===== src/rtl/game_pkg.sv =====
// Shared types and width helpers for the game sequencer and its tick scheduler.
package game_pkg;

    typedef enum logic [2:0] {
        ST_IDLE      = 3'd0,
        ST_COUNTDOWN = 3'd1,
        ST_RUN       = 3'd2,
        ST_PAUSE     = 3'd3,
        ST_OVER      = 3'd4
    } game_state_e;

    localparam int FAST_FRAME_PERIOD = 21;

    function automatic int winner_width(input int num_players);
        return (num_players > 1) ? $clog2(num_players) : 1;
    endfunction

    function automatic int speed_width(input int speed_levels);
        return (speed_levels > 1) ? $clog2(speed_levels) : 1;
    endfunction

    // Frames-per-tick ranges 1..SPEED_LEVELS, so it needs one value more than the speed.
    function automatic int interval_width(input int speed_levels);
        return $clog2(speed_levels + 1);
    endfunction

endpackage


===== src/rtl/tick_sched.sv =====
// Frame counter, interval compare and per-player pending-tick mask; emits the
// broadcast tick one cycle after the frame that makes it due.
module tick_sched
    import game_pkg::*;
#(
    parameter int NUM_PLAYERS  = 2,
    parameter int SPEED_LEVELS = 8
) (
    input  logic                                     clk,
    input  logic                                     rst,
    input  logic                                     clear,
    input  logic                                     running,
    input  logic                                     tick_allowed,
    input  logic                                     frame,
    input  logic [interval_width(SPEED_LEVELS)-1:0]  interval,
    input  logic [NUM_PLAYERS-1:0]                   alive,
    input  logic [NUM_PLAYERS-1:0]                   tick_done,
    output logic                                     tick
);

    localparam int IW = interval_width(SPEED_LEVELS);

    logic [IW-1:0]          count;
    logic [IW:0]            count_inc;
    logic                   due;
    logic                   reached;
    logic                   fire;
    logic [NUM_PLAYERS-1:0] pending;

    // A tick stays due once reached, so a later slow-down cannot postpone it.
    always_comb begin
        count_inc = {1'b0, count} + (IW + 1)'(1);
        reached   = due || (count_inc >= {1'b0, interval});
        fire      = running && tick_allowed && frame && reached && (pending == '0);
    end

    // NOTE: state registers use non-blocking assignments so every flop samples
    // pre-edge values regardless of statement order.
    always_ff @(posedge clk) begin
        if (rst || clear) begin
            count   <= '0;
            due     <= 1'b0;
            tick    <= 1'b0;
            pending <= '0;
        end else begin
            tick <= fire;
            if (fire) begin
                count   <= '0;
                due     <= 1'b0;
                pending <= alive;
            end else begin
                if (running && frame) begin
                    if (reached) begin
                        count <= interval;
                        due   <= 1'b1;
                    end else begin
                        count <= count_inc[IW-1:0];
                    end
                end
                pending <= pending & alive & ~(tick_done & {NUM_PLAYERS{running}});
            end
        end
    end

endmodule


===== src/rtl/game_sequencer.sv =====
// Round state machine, speed select and result logic for a multi-player snake game.
// Define GAME_SEQ_FAST_FRAME_EN to replace i_frame with an internal 21-cycle frame pulse.
module game_sequencer
    import game_pkg::*;
#(
    parameter int NUM_PLAYERS      = 2,
    parameter int SPEED_LEVELS     = 8,
    parameter int COUNTDOWN_FRAMES = 3
) (
    input  logic                                   clk,
    input  logic                                   rst,
    input  logic                                   i_frame,
    input  logic [NUM_PLAYERS-1:0]                 i_start,
    input  logic                                   i_pause,
    input  logic                                   i_restart,
    input  logic                                   i_speed_up,
    input  logic                                   i_speed_down,
    input  logic [NUM_PLAYERS-1:0]                 i_tick_done,
    input  logic [NUM_PLAYERS-1:0]                 i_failure,
    input  logic [NUM_PLAYERS-1:0]                 i_success,
    output logic [2:0]                             o_state,
    output logic                                   o_tick,
    output logic [NUM_PLAYERS-1:0]                 o_alive,
    output logic [speed_width(SPEED_LEVELS)-1:0]   o_speed,
    output logic [3:0]                             o_countdown,
    output logic [winner_width(NUM_PLAYERS)-1:0]   o_winner,
    output logic                                   o_winner_valid,
    output logic                                   o_failure,
    output logic                                   o_success
);

    localparam int SW = speed_width(SPEED_LEVELS);
    localparam int WW = winner_width(NUM_PLAYERS);
    localparam int IW = interval_width(SPEED_LEVELS);
    localparam logic [SW-1:0] SPEED_MAX = SW'(SPEED_LEVELS - 1);
    localparam logic [3:0]    CD_LOAD   = 4'(COUNTDOWN_FRAMES);

    game_state_e            state_q, state_d;
    logic [NUM_PLAYERS-1:0] alive_d, survivors, winners;
    logic [SW-1:0]          speed_d;
    logic [3:0]             countdown_d;
    logic [WW-1:0]          winner_d;
    logic                   winner_valid_d, failure_d, success_d;
    logic                   frame;

`ifdef GAME_SEQ_FAST_FRAME_EN
    logic [4:0] frame_div;

    always_ff @(posedge clk) begin
        if (rst || frame_div == 5'(FAST_FRAME_PERIOD - 1)) frame_div <= '0;
        else                                               frame_div <= frame_div + 5'd1;
    end

    assign frame = (frame_div == 5'(FAST_FRAME_PERIOD - 1));
`else
    assign frame = i_frame;
`endif

    function automatic logic [WW-1:0] lowest_index(input logic [NUM_PLAYERS-1:0] mask);
        lowest_index = '0;
        for (int p = NUM_PLAYERS - 1; p >= 0; p--)
            if (mask[p]) lowest_index = WW'(p);
    endfunction

    // NOTE: every output of this block gets a default first, so no path can infer a latch.
    always_comb begin
        state_d        = state_q;
        alive_d        = o_alive;
        speed_d        = o_speed;
        countdown_d    = o_countdown;
        winner_d       = o_winner;
        winner_valid_d = o_winner_valid;
        failure_d      = o_failure;
        success_d      = o_success;
        survivors      = o_alive & ~i_failure;
        winners        = i_success & survivors;

        if (i_speed_up && !i_speed_down && o_speed != SPEED_MAX)
            speed_d = o_speed + SW'(1);
        else if (i_speed_down && !i_speed_up && o_speed != '0)
            speed_d = o_speed - SW'(1);

        case (state_q)
            ST_IDLE: begin
                if (|i_start) begin
                    if (COUNTDOWN_FRAMES == 0) begin
                        state_d = ST_RUN;
                    end else begin
                        state_d     = ST_COUNTDOWN;
                        countdown_d = CD_LOAD;
                    end
                end
            end
            ST_COUNTDOWN: begin
                if (frame) begin
                    countdown_d = o_countdown - 4'd1;
                    if (o_countdown == 4'd1) state_d = ST_RUN;
                end
            end
            ST_RUN, ST_PAUSE: begin
                // Failure wins over a same-player success because winners are drawn from survivors.
                alive_d = survivors;
                if (|winners) begin
                    state_d        = ST_OVER;
                    success_d      = 1'b1;
                    winner_valid_d = 1'b1;
                    winner_d       = lowest_index(winners);
                end else if (survivors == '0) begin
                    state_d   = ST_OVER;
                    failure_d = 1'b1;
                end else if (NUM_PLAYERS > 1 && $countones(survivors) == 1) begin
                    state_d        = ST_OVER;
                    success_d      = 1'b1;
                    winner_valid_d = 1'b1;
                    winner_d       = lowest_index(survivors);
                end else if (state_q == ST_RUN && i_pause) begin
                    state_d = ST_PAUSE;
                end else if (state_q == ST_PAUSE && !i_pause) begin
                    state_d = ST_RUN;
                end
            end
            ST_OVER: ;
            default: state_d = ST_IDLE;
        endcase

        if (i_restart) begin
            state_d        = ST_IDLE;
            alive_d        = '1;
            speed_d        = o_speed;
            countdown_d    = '0;
            winner_d       = '0;
            winner_valid_d = 1'b0;
            failure_d      = 1'b0;
            success_d      = 1'b0;
        end
    end

    always_ff @(posedge clk) begin
        if (rst) begin
            state_q        <= ST_IDLE;
            o_alive        <= '1;
            o_speed        <= '0;
            o_countdown    <= '0;
            o_winner       <= '0;
            o_winner_valid <= 1'b0;
            o_failure      <= 1'b0;
            o_success      <= 1'b0;
        end else begin
            state_q        <= state_d;
            o_alive        <= alive_d;
            o_speed        <= speed_d;
            o_countdown    <= countdown_d;
            o_winner       <= winner_d;
            o_winner_valid <= winner_valid_d;
            o_failure      <= failure_d;
            o_success      <= success_d;
        end
    end

    assign o_state = state_q;

    // Ticks may only fire when the round stays in RUN, so none lands outside it.
    tick_sched #(
        .NUM_PLAYERS  (NUM_PLAYERS),
        .SPEED_LEVELS (SPEED_LEVELS)
    ) u_tick_sched (
        .clk          (clk),
        .rst          (rst),
        .clear        (i_restart),
        .running      (state_q == ST_RUN),
        .tick_allowed (state_d == ST_RUN),
        .frame        (frame),
        .interval     (IW'(SPEED_LEVELS) - IW'(o_speed)),
        .alive        (alive_d),
        .tick_done    (i_tick_done),
        .tick         (o_tick)
    );

endmodule


===== config.mk =====
export PLATFORM = sky130hd
export DESIGN_NAME = game_sequencer
export DESIGN_NICKNAME = d
export VERILOG_FILES = /design/src/rtl/game_pkg.sv /design/src/rtl/tick_sched.sv /design/src/rtl/game_sequencer.sv
export SDC_FILE = /design/constraint.sdc
export NUM_CORES = 1
export LEC_CHECK = 0
export ABC_AREA = 0
export ABC_CLOCK_PERIOD_IN_PS = 2660
export CORE_AREA = 2 2 62 64
export DETAILED_ROUTE_END_ITERATION = 8
export DIE_AREA = 0 0 64 66
export SETUP_SLACK_MARGIN = 0.5
export SYNTH_ARGS = -nofsm -noshare
export SYNTH_HDL_FRONTEND = slang
export SYNTH_SLANG_ARGS = --single-unit

===== constraint.sdc =====
create_clock -name clk -period 2.66 [get_ports clk]
set_clock_uncertainty 0.2 [all_clocks]
set_input_delay 0.266 -clock clk [delete_from_list [all_inputs] [get_ports clk]]
set_output_delay 0.266 -clock clk [all_outputs]
set_load 0.05 [all_outputs]

==> results of run 1 <==
-- routing by layer --
metal  vias to the layer above  share of wire (%)  global-route usage, %
met2                        27                 51                   32.7
met1                       637                 44                   20.6
met3                         6                3.2                   3.24
li1                        665                  -                      -
met4                         0                1.5                   5.71
met5                         -                  0                      0
-- sequential cells by signal (all words and copies together) (netlist names) --
name,flops
o_countdown,4
u_tick_sched.pending,2
u_tick_sched.due,1
u_tick_sched.tick,1
u_tick_sched.count,4
o_state,3
o_alive,2
o_failure,1
o_winner,1
o_speed,3
o_success,1
-- stage by stage --
stage,hold slack (ns),utilization [%],area (µm²),setup TNS (ns)
floorplan,0.128,-,1450,0
global placement,0.259,51.6,1830,0
detailed placement,0.279,51.6,1830,-0.000130
CTS,0.257,57.1,2030,0
global route,0.303,59.0,2090,0
finish,0.259,59.0,2090,0
-- cell usage in the layout (no fill, tap or decap), drive strengths merged, types with 3 or more instances in the layout --
| master | Yosys | layout |
|---|---|---|
| nand2b | 3 | 3 |
| xnor2 | 4 | 4 |
| a211oi | 3 | 3 |
| ha | 12 | 12 |
| o21ai | 4 | 4 |
| nor2 | 18 | 18 |
| nand2 | 20 | 20 |
| a31oi | 3 | 3 |
| clkdlybuf4s50 | 0 | 28 |
| buf | 1 | 13 |
| inv | 12 | 12 |
| xor2 | 3 | 3 |
| nor3 | 10 | 10 |
| a21oi | 5 | 5 |
| clkbuf | 2 | 3 |
| o311a | 3 | 3 |
| dfxtp | 23 | 23 |
-- worst max-delay path, stage by stage (launching register included) --
cell,delay (ns)
dfxtp_4,0.40
inv_4,0.04
ha_4,0.15
ha_4,0.26
inv_4,0.04
ha_4,0.15
a211o_4,0.30
a21oi_4,0.24
nor3_1,0.09
o311a_1,0.30
-- how the worst min path moves through the flow --
stage                                  startpoint                       to  slack, ns  cells past startpoint
after global placement                  o_failure                o_failure       0.26                      2
after detailed placement  u_tick_sched.pending[1]  u_tick_sched.pending[1]       0.28                      2
after floorplan                               rst               o_speed[2]       0.13                      1
after CTS                            i_failure[1]  u_tick_sched.pending[1]       0.26                      4
final                                i_failure[1]  u_tick_sched.pending[1]       0.26                      4
after global routing                 i_failure[1]  u_tick_sched.pending[1]       0.30                      4
-- power groups by stage --
stage	clock, mW	sequential (mW)	combinational [mW]
after floorplan	0	0.392	0.0989
after global routing	0.190	0.359	0.275
after detailed placement	0	0.371	0.186
after CTS	0.175	0.360	0.244
after global placement	0	0.370	0.180
final	0.172	0.358	0.254
-- kinds of logic after synthesis --
| logic type | Yosys count | synth area share (%) |
|---|---|---|
| AO/OA/AOI/OAI | 30 | 17.1 |
| XOR/XNOR | 7 | 4.44 |
| multiplexers | 2 | 1.45 |
| adder cells (fa/ha/maj) | 13 | 12.3 |
| flip-flops | 23 | 33.3 |
| buffers and inverters | 15 | 4.44 |
| AND/OR/NAND/NOR | 71 | 26.9 |
-- final cells by class --
class	count	area [µm²]	share of cell area [%]
Tap cell	48	60.1	2.87
Multi-Input combinational cell	123	1050	50.3
Sequential cell	23	484	23.1
Timing Repair Buffer	44	419	20.0
Clock buffer	3	22.5	1.08
Inverter	12	50.0	2.39
Clock inverter	1	5.00	0.239
-- timing repair --
action | CTS | global route
pin swaps | 15 | 10
gates resized for setup | 18 | 14
setup endpoints to repair | 8 | 11
setup buffers | 10 | 0
-- cell usage after synthesis, drive strengths merged, types with 2 or more instances --
cell type | n | area (µm²)
a31oi | 3 | 18.8
inv | 12 | 45.0
xnor2 | 4 | 35.0
o311a | 3 | 30.0
a21o | 2 | 15.0
a211oi | 3 | 32.5
o21ai | 4 | 20.0
nand3 | 2 | 10.0
nand2 | 20 | 77.6
nor4 | 2 | 12.5
nor3 | 10 | 50.1
or3 | 2 | 12.5
ha | 12 | 150
a21oi | 5 | 25.0
nor2 | 18 | 70.1
nand2b | 3 | 18.8
nor4b | 2 | 32.5
nand3b | 2 | 15.0
nor2b | 2 | 12.5
mux2i | 2 | 20.0
dfxtp | 23 | 460
clkbuf | 2 | 8.75
xor2 | 3 | 26.3
and2 | 2 | 12.5
==> metrics.yaml, run 1 <==
detailed_routing:
  drcViolationCount: 0
  detail-route-antenna-nets: 0
  drtIter0Drc: 31
  vias: 1335
  routed_via_density: 5.26
  wire_per_inst_um: 14.1
  wl_mm: 3.57
  dr.pass1.iters: 4
critical_path:
  startpoint_type: "flip-flop"
  timing.rr.end: "u_tick_sched.count[3]"
  r2r_cells: 9
  critical_path_class: "flip-flop to flip-flop"
  setup.worst_path.start: "o_speed[0]"
  cp_max_fo: 4
  arrival_ns: 2.28
  crit-reg2reg-launch: "o_speed[0]"
  worstPathRequired_ns: 2.68
  cp-endpoint: "u_tick_sched.count[3]"
  crit_path_end_kind: "flip-flop"
  rrSetupSlack_ns: 0.40
logic_synthesis:
  synth-seq-area-share_pct: 33.3
  synth_area_mm2: 0.00138
  synthFlopType: "dfxtp_1"
  synthesis.nets: 189
  synth_cell_types: 47
  synthesis.instances: 161
  synth_seq_cells: 23
  yosys_warnings: 0
  async_reset_ff_share_pct: 0
  synth_edf_count: 0
  synth_area_per_cell_um2: 8.58
placed_design:
  dpl.hpwl_mm: 2.64
  place_ws_ns: -0.000130
  globalplace.congestion: 0.769
  io_buffers: 31
  dp_cells: 240
timing:
  fmax_mhz: 442
  hold_viol: 0
  tightest_slew_ns: 0.529
  setup_viol: 0
  fin_ws_ns: 0.400
  post-route-period-util_pct: 85.0
  rsz0062_at_grt: "true"
  slew_headroom_pct: 64.6
  min_period_ns: 2.26
  maxSlewViolCount: 0
global_routing:
  grt_pass1_wl_mm: 5.91
  grt_pass1_vias: 1316
  antenna_found_initial: 0
  grt_usage_pct: 17.8
  grt_max_degree: 14
  grt-ovfl-total: 0
power:
  power.switching_mw: 0.255
  combPwrFrac_pct: 32.4
  p_total_mw: 0.785
  pwr_density_cell_mw_per_mm2: 375
  sw_frac_of_total_pct: 32.5
  p_leak_nw: 0.848
  ir_worst_vdd_mv: 0.181
  p_int_mw: 0.529
  p_seq_share_pct: 45.6
  power_frac_clock_pct: 21.9
final_layout:
  num_antenna_cells: 0
  areaGrowthSynthToFinish_pct: 51.6
  drive_above_1_share_pct: 29.6
  fin_cells: 254
  layout.nets: 235
  fill_cells: 321
floorplanning:
  die_area_mm2: 0.00422
  coreArea_mm2: 0.00355
  die_x_um: 64
  die_y_um: 66
  initial_core_util_pct: 38.9
  io_pins: 32
  rows: 22
clock_network:
  cts_made_buffers: 3
  path_clk_slew_ns: 0.14
  max-clock-path-buffers: 2
  ctsHoldBuffers: 0
  cts_htree_levels: 1
  cts.sinks: 23
  root_buffer: "clkbuf_4"
  cts_tree: "built"
  insertion_delay_ns: 0.31
job:
  drv_cap: 0
run_status:
  status: "complete, no violations"
worst_hold_path:
  hold_class: "input port to flip-flop"
Power figures use the tool's default switching activity.
==> run 2, diff against run 1 <==
--- a/config.mk
+++ b/config.mk
@@ -6,7 +6,7 @@
 export NUM_CORES = 1
 export LEC_CHECK = 0
 export ABC_AREA = 0
-export ABC_CLOCK_PERIOD_IN_PS = 2660
+export ABC_CLOCK_PERIOD_IN_PS = 2120
 export CORE_AREA = 2 2 62 64
 export DETAILED_ROUTE_END_ITERATION = 8
 export DIE_AREA = 0 0 64 66
==> constraint.sdc (replaced) <==
create_clock -name clk -period 2.12 [get_ports clk]
set_clock_uncertainty 0.2 [all_clocks]
set_input_delay 0.212 -clock clk [delete_from_list [all_inputs] [get_ports clk]]
set_output_delay 0.212 -clock clk [all_outputs]
set_load 0.05 [all_outputs]
==> metrics.yaml, run 2 (synthesis gave the netlist of run 1 again) <==
run_status:
  status: "finished, violations left"
  failed_checks: "negative setup slack"
critical_path:
  worstPathRequired_ns: 2.13
  cp_max_fo: 5
  critical_path_class: "flip-flop to flip-flop"
  crit_path_end_kind: "flip-flop"
  arrival_ns: 2.24
  startpoint_type: "flip-flop"
placed_design:
  place_area_mm2: 0.00202
  dp_cells: 263
  globalplace.congestion: 0.781
  io_buffers: 31
  dpl.hpwl_mm: 2.75
final_layout:
  final_area_mm2: 0.00233
  fin_cells: 277
  fill_cells: 279
  largestRegisters: "o_countdown: 4 flops, u_tick_sched.count: 4 flops"
  final_cell_mix: "buf_4 (30), nand2_1 (19), clkdlybuf4s50_1 (14)"
  num_antenna_cells: 0
  areaGrowthSynthToFinish_pct: 68.4
  final_common_cell: "buf_4"
  drive_above_1_share_pct: 47.6
  layout.nets: 258
power:
  combPwrFrac_pct: 35.8
  sw_frac_of_total_pct: 31.5
  ir_worst_vdd_mv: 0.265
  p_int_mw: 0.701
  pwr_density_cell_mw_per_mm2: 440
  power_frac_clock_pct: 20.6
  p_leak_nw: 0.950
  p_seq_share_pct: 43.6
  power.switching_mw: 0.322
clock_network:
  cts_made_buffers: 3
  insertion_delay_ns: 0.31
  path_clk_slew_ns: 0.14
  cts_htree_levels: 1
  root_buffer: "clkbuf_4"
  cts.sinks: 23
  ctsHoldBuffers: 0
  max-clock-path-buffers: 2
  cts_tree: "built"
timing:
  maxSlewViolCount: 0
  slew_headroom_pct: 65.8
  hold_viol: 0
  rsz0062_at_grt: "true"
  tightest_slew_ns: 0.512
  post-route-period-util_pct: 105
  setup_viol: 4
  min_period_ns: 2.23
  fin_ws_ns: -0.108
  fmax_mhz: 449
detailed_routing:
  vias: 1388
  routed_via_density: 5.01
  drtIter0Drc: 37
  dr.pass1.iters: 4
  drcViolationCount: 0
  detail-route-antenna-nets: 0
  wl_mm: 3.75
  wire_per_inst_um: 13.5
floorplanning:
  die_y_um: 66
  rows: 22
  die_area_mm2: 0.00422
  die_x_um: 64
  coreArea_mm2: 0.00355
  io_pins: 32
  initial_core_util_pct: 38.9
global_routing:
  grt_usage_pct: 19.3
  grt-ovfl-total: 0
  antenna_found_initial: 0
  grt_pass1_vias: 1438
  grt_max_degree: 13
  grt_pass1_wl_mm: 6.56
job:
  drv_cap: 0
worst_hold_path:
  hold_class: "flip-flop to flip-flop"
-- run 2: cell count changes in the layout (fill, tap and decap cells not counted), moves of 3 or more --
cell / previous run / this run
buf_4: 11 / 30
buf_6: 2 / 7
clkbuf_2: 0 / 4
clkdlybuf4s15_2: 0 / 10
clkdlybuf4s50_1: 28 / 14
dfxtp_1: 14 / 11
nor2_1: 17 / 13
nor2_4: 0 / 4
-- run 2: area by class of cell --
cell class                 count  area [µm²]  share of cell area (%)
inverter                      12        52.6                    2.26
timing repair buffer          67         592                    25.4
sequential                    23         490                    21.1
tap                           48        60.1                    2.58
clock buffer                   4        26.3                    1.13
multi-input combinational    123        1100                    47.5
-- run 2: critical path, stage by stage (launching register included) --
cell and delay [ns]:
dfxtp_4 0.38, inv_4 0.04, ha_4 0.15, ha_4 0.27, inv_4 0.04, ha_4 0.15, a211o_4 0.29, a21oi_4 0.22
nor3_1 0.09, o311a_1 0.30
-- run 2: metrics by stage --
stage | util, % | setup TNS (ns) | hold WS [ns] | power, mW | setup slack [ns]
2_1_floorplan | - | -0.718 | 0.0737 | 0.619 | -0.168
6_report | 65.5 | -0.375 | 0.291 | 1.02 | -0.108
3_5_place_dp | 57.0 | -3.02 | 0.262 | 0.740 | -0.394
3_3_place_gp | 57.0 | -2.30 | 0.263 | 0.731 | -0.314
5_1_grt | 65.5 | -0.752 | 0.315 | 1.09 | -0.164
4_1_cts | 62.5 | -0.422 | 0.288 | 1.01 | -0.128
-- run 2: routing by layer --
metal,routed length [µm],track usage (%)
met5,0,0
met4,50,4.08
met3,77,3.41
met2,1980,36.1
met1,1640,22.9
-- run 2: power groups by stage --
stage,Sequential (mW),Clock (mW),Combinational [mW]
2_1_floorplan,0.491,0,0.127
3_3_place_gp,0.458,0,0.274
3_5_place_dp,0.459,0,0.281
4_1_cts,0.450,0.220,0.340
5_1_grt,0.449,0.242,0.396
6_report,0.447,0.210,0.366
-- run 2: worst paths after layout --
| kind | cells after the start | from | endpoint | slack (ns) |
|---|---|---|---|---|
| worst max-delay path | 9 | o_speed[0] | u_tick_sched.count[3] | -0.11 |
| worst min-delay path | 2 | u_tick_sched.pending[0] | u_tick_sched.pending[0] | 0.29 |
| worst max register to register | 9 | o_speed[0] | u_tick_sched.count[3] | -0.11 |
| worst min register to register | 2 | u_tick_sched.pending[0] | u_tick_sched.pending[0] | 0.29 |
-- run 2: what timing repair did --
item / CTS / global route
endpoints found under the setup margin: 33 / 24
setup buffers: 3 / 7
pin swaps: 15 / 11
gates resized for setup: 72 / 28
endpoints found under the hold margin: 0 / 0
==> run 3, diff against run 2 <==
--- a/config.mk
+++ b/config.mk
@@ -7,9 +7,10 @@
 export LEC_CHECK = 0
 export ABC_AREA = 0
 export ABC_CLOCK_PERIOD_IN_PS = 2120
-export CORE_AREA = 2 2 62 64
+export CORE_AREA = 3 3 63 65
+export CTS_CLUSTER_SIZE = 10
 export DETAILED_ROUTE_END_ITERATION = 8
-export DIE_AREA = 0 0 64 66
+export DIE_AREA = 0 0 66 68
 export SETUP_SLACK_MARGIN = 0.5
 export SYNTH_ARGS = -nofsm -noshare
 export SYNTH_HDL_FRONTEND = slang
==> metrics.yaml, run 3 (synthesis gave the netlist of run 1 again) <==
detailed_routing:
  vias: 1443
  wire_per_inst_um: 14.4
  drtIter0Drc: 72
  routed_via_density: 5.17
  drcViolationCount: 0
  wl_mm: 4.01
  detail-route-antenna-nets: 0
  dr.pass1.iters: 4
clock_network:
  insertion_delay_ns: 0.32
  cts_made_buffers: 3
  max-clock-path-buffers: 2
  cts.sinks: 23
  cts_htree_levels: 1
  root_buffer: "clkbuf_4"
  cts_tree: "built"
  path_clk_slew_ns: 0.14
global_routing:
  antenna_found_initial: 0
  grt_max_degree: 14
  grt_usage_pct: 18.8
  grt_pass1_vias: 1454
  grt-ovfl-total: 0
  grt_pass1_wl_mm: 6.62
worst_hold_path:
  hold_class: "flip-flop to flip-flop"
final_layout:
  regArea_um2: 484
  final_cell_mix: "buf_4 (30), nand2_1 (19), clkdlybuf4s50_1 (14)"
  multi_input_area_mm2: 0.00114
  fill_cells: 255
  final_area_mm2: 0.00241
  num_antenna_cells: 0
  largestRegisters: "o_countdown: 4 flops, u_tick_sched.count: 4 flops"
  final_common_cell: "buf_4"
  layout.nets: 262
  areaGrowthSynthToFinish_pct: 74.6
  drive_above_1_share_pct: 49.4
critical_path:
  cp_common_cell: "ha_4"
  crit_path_top_delay_cell: "dfxtp_4"
  critical_path_class: "flip-flop to flip-flop"
  startpoint_type: "flip-flop"
  crit_path_end_kind: "flip-flop"
  max_stage_delay_ns: 0.38
  worstPathRequired_ns: 2.20
  path_cells: "inv_4 > ha_4 > ha_4 > inv_2 > ha_4 > a211o_4 > a21o_4 > nor4_4 > o311a_1"
  arrival_ns: 2.29
  cp_max_fo: 5
floorplanning:
  die_area_mm2: 0.00449
  die_x_um: 66
  initial_core_util_pct: 40.8
  rows: 21
  die_y_um: 68
  coreArea_mm2: 0.00339
  io_pins: 32
timing:
  fin_setup_tns_ns: -0.443
  fin_ws_ns: -0.0963
  hold_viol: 0
  min_period_ns: 2.22
  setup_viol: 7
  whs_ns: 0.294
  fmax_mhz: 451
  rsz0062_at_grt: "true"
  post-route-period-util_pct: 105
  maxSlewViolCount: 0
  slew_headroom_pct: 67.7
  tightest_slew_ns: 0.487
run_status:
  status: "finished, violations left"
  failed_checks: "negative setup slack"
power:
  p_leak_nw: 0.992
  pwr_density_cell_mw_per_mm2: 430
  ir_worst_vdd_mv: 0.244
placed_design:
  dpl.hpwl_mm: 2.79
  globalplace.congestion: 0.780
  io_buffers: 31
  place_area_mm2: 0.00204
job:
  drv_cap: 0
==> run 3: cell types whose count changed in the layout (fill, tap and decap cells not counted), moves of 2 or more <==
cell	change
buf_6	+2
nor2_1	-2
dfxtp_4	-2
clkbuf_2	-2
==> run 3: layer usage <==
metal	vias to the layer above	wire (µm)	track usage (%)
met4	0	46	5.33
met2	28	2160	35.2
li1	720	-	-
met3	6	139	2.30
met1	689	1660	22.5
met5	-	0	0
==> run 3: path summary, 6_finish.rpt <==
| kind | end | slack [ns] | cells after the start | start |
|---|---|---|---|---|
| max | u_tick_sched.count[2] | -0.1 | 9 | o_speed[1] |
| min | u_tick_sched.pending[1] | 0.29 | 2 | u_tick_sched.pending[1] |
| max reg2reg | u_tick_sched.count[2] | -0.1 | 9 | o_speed[1] |
| min reg2reg | u_tick_sched.pending[1] | 0.29 | 2 | u_tick_sched.pending[1] |
==> run 3: per-stage QoR <==
stage / power [mW] / worst slack (ns) / util, % / std cells
after detailed placement: 0.740 / -0.371 / 60.1 / 263
after floorplan: 0.619 / -0.168 / - / 161
after global routing: 1.10 / -0.171 / 71.2 / 279
after CTS: 1.00 / -0.0962 / 66.6 / 270
after global placement: 0.733 / -0.328 / 60.1 / 263
final: 1.04 / -0.0963 / 71.2 / 279
==> run 3: final cells by class <==
| type | count | share of cell area [%] |
|---|---|---|
| multi-input cells | 123 | 47.3 |
| repair buffers | 71 | 27.1 |
| flip-flops and latches | 23 | 20.1 |
| well taps | 46 | 2.39 |
| inverters | 12 | 2.07 |
| clock buffers | 3 | 0.934 |
| clock inverters | 1 | 0.207 |
==> run 3: critical path, delay by kind of cell, from the launching register on <==
family,cells,cell delay [ns]
buffers and inverters,2,0.08
AND/OR/NAND/NOR,1,0.21
flip-flops,1,0.38
AO/OA/AOI/OAI,3,0.73
adder cells (fa/ha/maj),3,0.56
==> run 3: where the power goes <==
part | switching (mW) | internal (mW) | total (mW)
sequential | 0.00886 | 0.439 | 0.448
clock | 0.144 | 0.0708 | 0.214
combinational | 0.181 | 0.194 | 0.375
==> run 3: repair_timing <==
action / CTS / global route
setup buffers: 3 / 9
gates resized for setup: 79 / 27
hold buffers: 0 / 0
endpoints found under the setup margin: 32 / 23
pin swaps: 10 / 8
